`src/rtl/keypad_digit_receiver_if.sv`:
```
// Encoder link between the keypad encoder (master) and the digit receiver (slave).
interface keypad_digit_receiver_if;
    logic [3:0] bcd_in;
    logic       loadn_in;
    logic       enablen;

    modport master (output bcd_in, output loadn_in, input enablen);
    modport slave  (input bcd_in, input loadn_in, output enablen);
endinterface

```
`src/rtl/keypad_digit_receiver.sv`:
```
// Debounces the encoder {bcd, loadn} pair, accepts one digit per press and shifts it
// into a 4-digit MM:SS entry register; gates the encoder off while cooking.
module keypad_digit_receiver #(
    parameter int unsigned DEBOUNCE_CYCLES = 4,
    parameter int unsigned CNT_W           = 3
) (
    input  logic                      clk,
    input  logic                      resetn,
    keypad_digit_receiver_if.slave    enc,
    input  logic                      lock,
    input  logic                      clear_entry,
    output logic [15:0]               digits,
    output logic [2:0]                digit_count,
    output logic                      key_strobe
);

    typedef enum logic [1:0] {IDLE, PRESS_DB, HELD, REL_DB} state_t;

    localparam logic [CNT_W-1:0] CNT_DONE = CNT_W'(DEBOUNCE_CYCLES);
    localparam logic [CNT_W-1:0] CNT_ONE  = CNT_W'(1);

    state_t           state;
    logic [CNT_W-1:0] cnt;
    logic [3:0]       cand;
    logic [3:0]       s_bcd;
    logic             s_load;
    logic             s_lock;

    always_ff @(posedge clk or negedge resetn) begin
        if (!resetn) begin
            s_bcd       <= '0;
            s_load      <= 1'b0;
            s_lock      <= 1'b1;
            enc.enablen <= 1'b1;
            state       <= IDLE;
            cnt         <= '0;
            cand        <= '0;
            digits      <= '0;
            digit_count <= '0;
            key_strobe  <= 1'b0;
        end else begin
            s_bcd       <= enc.bcd_in;
            s_load      <= enc.loadn_in;
            s_lock      <= lock;
            enc.enablen <= s_lock;
            key_strobe  <= 1'b0;

            if (s_lock) begin
                state <= IDLE;
                cnt   <= '0;
            end else begin
                case (state)
                    IDLE: begin
                        if (s_load && (s_bcd <= 4'd9)) begin
                            cand  <= s_bcd;
                            cnt   <= CNT_ONE;
                            state <= PRESS_DB;
                        end
                    end
                    PRESS_DB: begin
                        if (!s_load || (s_bcd != cand)) begin
                            cnt   <= '0;
                            state <= IDLE;
                        end else if (cnt == CNT_DONE) begin
                            // Stable for the full window: accept the digit on HELD entry.
                            state      <= HELD;
                            key_strobe <= 1'b1;
                            digits     <= {digits[11:0], cand};
                            if (digit_count < 3'd4)
                                digit_count <= digit_count + 3'd1;
                        end else begin
                            cnt <= cnt + CNT_ONE;
                        end
                    end
                    HELD: begin
                        if (!s_load) begin
                            cnt   <= CNT_ONE;
                            state <= REL_DB;
                        end
                    end
                    REL_DB: begin
                        if (s_load) begin
                            state <= HELD;
                        end else if (cnt == CNT_DONE) begin
                            cnt   <= '0;
                            state <= IDLE;
                        end else begin
                            cnt <= cnt + CNT_ONE;
                        end
                    end
                    default: begin
                        cnt   <= '0;
                        state <= IDLE;
                    end
                endcase
            end

            // Later assignment overrides a same-cycle digit write.
            if (clear_entry) begin
                digits      <= '0;
                digit_count <= '0;
            end
        end
    end

endmodule

```
`src/flat_wrapper.sv`:
```
// flat-port wrapper written by rule: the top's interface ports become plain ports
module keypad_digit_receiver_flat 
#(
    parameter int unsigned DEBOUNCE_CYCLES = 4,
    parameter int unsigned CNT_W           = 3
)
  (clk, resetn, lock, clear_entry, digits, digit_count, key_strobe, enc_bcd_in, enc_loadn_in, enc_enablen);
  keypad_digit_receiver_if enc_i ();
  input  logic clk;
  input  logic resetn;
  input  logic lock;
  input  logic clear_entry;
  output logic [15:0] digits;
  output logic [2:0] digit_count;
  output logic key_strobe;
  input wire logic [$bits(enc_i.bcd_in)-1:0] enc_bcd_in;
  input wire logic [$bits(enc_i.loadn_in)-1:0] enc_loadn_in;
  output wire logic [$bits(enc_i.enablen)-1:0] enc_enablen;
  assign enc_i.bcd_in = enc_bcd_in;
  assign enc_i.loadn_in = enc_loadn_in;
  assign enc_enablen = enc_i.enablen;
  keypad_digit_receiver #(.DEBOUNCE_CYCLES(DEBOUNCE_CYCLES), .CNT_W(CNT_W)) u_core (.clk(clk), .resetn(resetn), .enc(enc_i), .lock(lock), .clear_entry(clear_entry), .digits(digits), .digit_count(digit_count), .key_strobe(key_strobe));
endmodule
```
`config.mk`:
```
export PLATFORM = sky130hd
export DESIGN_NAME = keypad_digit_receiver_flat
export DESIGN_NICKNAME = d
export VERILOG_FILES = /design/src/rtl/keypad_digit_receiver_if.sv /design/src/rtl/keypad_digit_receiver.sv /design/src/flat_wrapper.sv
export SDC_FILE = /design/constraint.sdc
export NUM_CORES = 1
export LEC_CHECK = 0
export CAP_MARGIN = 20
export CORE_MARGIN = 5
export CORE_UTILIZATION = 50
export CTS_BUF_LIST = sky130_fd_sc_hd__clkbuf_8 sky130_fd_sc_hd__clkbuf_16
export DETAILED_ROUTE_END_ITERATION = 10
export PLACE_DENSITY = 0.87
export REMOVE_ABC_BUFFERS = 1
export SYNTH_ARGS = -nofsm -noshare
export SYNTH_HDL_FRONTEND = slang
export SYNTH_SLANG_ARGS = --single-unit
```
`constraint.sdc`:
```
create_clock -name clk -period 2.3 [get_ports clk]
set_clock_uncertainty 0.1 [all_clocks]
set_input_delay 0.23 -clock clk [delete_from_list [all_inputs] [get_ports clk]]
set_output_delay 0.23 -clock clk [all_outputs]
set_load 0.1 [all_outputs]
```
**Yosys cells after proc, flatten, opt, wreduce, memory -nomap -nowiden**

Cells that the tools add are included.

- Register bits: 36
- Input port bits: 9
- Output and inout bits: 21
- Word-level logic and storage cells: 71

- Add/subtract/negate cells: 2
- Order comparisons: 2
- Equality and inequality tests: 13
- Muxes and demuxes: 31
- Bitwise gates (word level): 1
- Reduce and logical (&&, ||, !) cells: 12

Operators with widths:

| cell | number |
|---|---|
| 16-bit 2-to-1 mux | 5 |
| 3-bit 2-to-1 mux | 13 |
| 2-bit 2-to-1 mux | 7 |
| 3-bit case mux with 4 select lines | 1 |
| 4-bit AND reduction | 3 |
| 4-bit by 1-bit inequality test with 1-bit output, second input constant | 2 |
| 2-bit case mux with 4 select lines | 1 |
| 3-bit by 1-bit adder with 3-bit output, second input constant | 2 |
| 3-bit inequality test, second input constant | 2 |
| 2-bit nonzero test | 3 |
| 5-bit AND reduction | 1 |
| 2-bit equality test, second input constant | 2 |
| 4-bit <= comparator, second input constant | 1 |
| 1-bit 2-to-1 mux | 4 |
| 2-bit inequality test, second input constant | 2 |
| 4-bit by 2-bit inequality test with 1-bit output, second input constant | 1 |
| 4-bit inequality test | 1 |
| 3-bit equality test, second input constant | 1 |
| 3-bit less-than comparator, second input constant | 1 |
| 3-bit by 1-bit inequality test with 1-bit output, second input constant | 1 |
| 3-bit AND reduction | 1 |
| 2-bit by 1-bit equality test with 1-bit output, second input constant | 1 |
| 2-bit zero test | 1 |
| 1-bit logical AND | 1 |
| 3 further kinds | 3 |

**Depth between registers and ports, before layout**

- Depth after elaboration: 7
- Mapped depth: 8
- Mapped depth without buffers: 6

**Worst setup path before layout**

OpenSTA, ideal clock, no wires.

- Path type: register to register
- Start: register u_core.cnt[0]
- End: register u_core.digits[0]
- Setup time: 136 ps
- Arrival time: 1,682 ps
- Data required time: 2,064 ps
- Setup slack: 382 ps
- Stages on the path, launching flop included: 9
- Buffers on the path: 2
- Period minus slack after synthesis: 1,918 ps
- Cell sequence: dfrtp_1 inv_1 ha_1 nand3_1 or4_1 buf_2 buf_6 nand2_1 a21oi_1

- Cells in the longest elaborated chain, start to end: 3

Ends and longest elaborated chain:

| what | RTL line | RTL |
|---|---|---|
| from (decl) | keypad_digit_receiver.sv:23 | `logic [CNT_W-1:0] cnt;` |
| from (signal assigned) | keypad_digit_receiver.sv:72 | `cnt <= cnt + CNT_ONE;` |
| from (signal assigned) | keypad_digit_receiver.sv:88 | `cnt <= cnt + CNT_ONE;` |
| 3-bit equality test | keypad_digit_receiver.sv:64 | `end else if (cnt == CNT_DONE) begin` |
| 2-bit nonzero test (no source line) | -- |  |
| 4-bit AND reduction (no source line) | -- |  |
| to (signal assigned) | keypad_digit_receiver.sv:68 | `digits <= {digits[11:0], cand};` |
| to (decl) | keypad_digit_receiver.sv:12 | `output logic [15:0] digits,` |

No other way between the ends.
A chain may end at the register's enable or synchronous reset.

**Final worst setup path**

- Start: register u_core.cnt[0]
- End: register u_core.digits[12]

The elaborated chain is that of the path after synthesis.

==> out/qor.txt <==
CP Max Fanout -> 16
asr flop ratio synth -> 1.000
Switch Pwr -> 0.0003153 W
row count -> 20
Bufs on Longest Clock Path -> 2
crit-path max cell delay -> 0.59 ns
Peak VDD IR -> 474.1 uV
status -> complete, no violations
Critical Path RT -> 2.34 ns
Core Box Area -> 0.003028 mm2
cells along the critical path -> inv_1, ha_1, nand3_1, or4_1, buf_4, nand2_1, a21oi_1
final setup TNS -> 0 ns
Setup crit start -> u_core.cnt[0]
post-route non-filler standard cell count -> 223
# fillers -> 237
post-CTS setup buffer count -> 0
Final min period -> 2.061 ns
wirelength, routed -> 3.033 mm
DRT Pass-1 Iters -> 4
# Max-Cap Violations -> 0
total clock sinks -> 36
Crit path max-delay family -> simple AND/OR/NAND/NOR gates
ys flop type -> dfrtp_1
internal power -> 0.001039 W
Final Cell Area -> 0.001964 mm2
Logic pwr share -> 0.098
sequential share of power -> 0.508
Skew-Pair Late Insertion Delay -> 0.29 ns
Synth cell types -> 35
gpl congestion -> 0.7964
placed cells -> 215
sequential cell area fraction in the yosys report -> 0.5739
share of cells above drive strength 1 -> 0.2458
Startpoint Class -> register
EDFF count, synth -> 0
vias -> 1,209
total I/O pin count -> 30
PD cells -> 689.3 mW/mm2
Worst Path Class, Setup -> reg2reg
CTS tree -> yes
Tcrit/Tclk final -> 0.8962
drt drc -> 0
initial antenna violation count -> 0
Synthesis Warnings -> 0
vias in the first global route -> 1,192
initial DRC count -> 142
Chip Width -> 66.11 um
Arr. time, crit path -> 2.10 ns
reg2reg setup slack -> 0.24 ns
Area Growth Syn to Fin -> 24.80%
RSZ-0062 raised after global routing -> no
leakage power -> 0.8741 nW
Die Footprint -> 0.004370 mm2
WL per Instance -> 13.60 um
Slew @ Worst Pin -> 0.6821 ns
switching part of the total power -> 0.2328
nature of the critical path endpoint -> register
Initial Util -> 0.5198
CTS Hold Bufs -> 0
Vert. Die Dim -> 66.11 um
PortBufs -> 29
Clock power frac -> 0.394
post-cts sizing count -> 0
Root Buffer Master -> clkbuf_8
Worst-path clk slew -> 0.07 ns
Slew Limit Fails -> 0
Fmax -> 485.1 MHz
H-tree levels -> 2
# nets final -> 190
Slowest-stage cell, CP -> or4_1
count of final setup violators -> 0
Hold Path Class -> in2async
ANT nets after route -> 0
largest net degree at the start of global routing -> 37
vias per inst -> 5.422
Crit path buffers/inverters -> 2
Yosys reg bits -> 36
ANT cells -> 0
total congestion overflow -> 0
GRT Overall Usage -> 0.1622
Slew HR -> 0.5439
area of placed instances -> 0.001857 mm2
Mean Syn Cell Area -> 10.86 um2
first-pass GRT wire length -> 5.285 mm
Synth Cell Area -> 0.001574 mm2
Worst R2R Start -> u_core.cnt[0]
Detail Placement HPWL -> 2.185 mm
Final Hold Fails -> 0
Post-Synthesis Cells -> 145
CTS buffer count -> 5
## cell usage in the layout, fill, tap and decap left out, types with 2 or more instances in the layout
cell             count
buf_4               24
clkbuf_8             5
nand3_1              2
nand2_1             35
dfstp_2              2
dfrtp_1             34
or4_1                2
a21oi_1             21
xnor2_1              2
clkdlybuf4s50_1      8
xnor2_2              2
nor2_1               6
nor2b_1              2
inv_1                4
mux2_2               4
o21ai_1              3
o21ai_0              2
ha_1                 3
## path summary, 6_finish.rpt
kind	end	cells after the start
max	u_core.digits[12]	7
min	u_core.digits[3]	2
max reg2reg	u_core.digits[12]	7
min reg2reg	u_core.enc.enablen	0
max in group asynchronous	u_core.enc.enablen	2
min in group clk	u_core.s_lock	1
## state kept, by name, summed over array words and instances, names as in the netlist
name,cells
u_core.digits,16
u_core.cand,4
u_core.s_bcd,4
u_core.cnt,3
u_core.digit_count,3
u_core.state,2
u_core.enc.enablen,1
u_core.key_strobe,1
u_core.s_load,1
u_core.s_lock,1
## per-layer routing
layer / global-route usage / share of wire / vias to the layer above
met5: 0 / 0 / -
met4: 0.1015 / 0.034 / 0
met3: 0.05782 / 0.061 / 10
met2: 0.2751 / 0.52 / 38
met1: 0.1685 / 0.39 / 600
li1: - / - / 561
## stage by stage
step           hold WS (ns)  worst slack [ns]    util  total power (W)
5_1_grt              0.2364            0.1175  0.6488         0.001414
3_3_place_gp         0.3502            0.3273  0.6132        0.0008260
2_1_floorplan       -0.1656            0.3035       -        0.0007834
4_1_cts              0.2407            0.2415  0.6488         0.001366
6_report             0.2409            0.2387  0.6488         0.001354
3_5_place_dp         0.3592            0.2512  0.6132        0.0008333
## area by class of cell
type                       instances  area (um2)  share of cell area
inverter                           3       11.26            0.005732
timing repair buffer              32       260.3              0.1325
tap                               44       55.05             0.02803
multi-input combinational        100       626.9              0.3191
clock buffer                       5       68.82             0.03503
sequential                        36       903.4              0.4599
clock inverter                     3       38.79             0.01975
## cell families after synthesis
family / count (synthesis) / share of synthesized area
AOI/OAI and AO/OA: 35 / 0.1367
buffers and inverters: 9 / 0.02782
DFF: 36 / 0.5739
and+or+nand+nor: 54 / 0.1773
muxes: 4 / 0.02861
xor gates and xnor gates: 4 / 0.03180
adders and majority gates: 3 / 0.02385
## synthesized netlist by cell type (2+ instances only)
cell / number / area share
nand2_1: 35 / 0.083
buf_2: 2 / 0.0064
mux2_2: 4 / 0.029
ha_1: 3 / 0.024
clkbuf_1: 2 / 0.0048
o21ai_1: 3 / 0.0095
o21ai_0: 2 / 0.0064
nor2b_1: 2 / 0.0079
dfstp_2: 2 / 0.033
xnor2_2: 2 / 0.021
xnor2_1: 2 / 0.011
dfrtp_1: 34 / 0.54
nor2_1: 6 / 0.014
or4_1: 2 / 0.0095
a21oi_1: 21 / 0.067
nand3_1: 2 / 0.0064
inv_1: 3 / 0.0072
## power groups by stage
stage               clock network [W]  registers, W  logic (W)
global route                 0.000579      0.000691   0.000144
detailed placement                  0      0.000699   0.000134
floorplan                           0      0.000701  0.0000827
CTS                          0.000544      0.000688   0.000135
finish                       0.000533      0.000688   0.000133
global placement                    0      0.000697   0.000128
(Power assumes the default switching activity.)
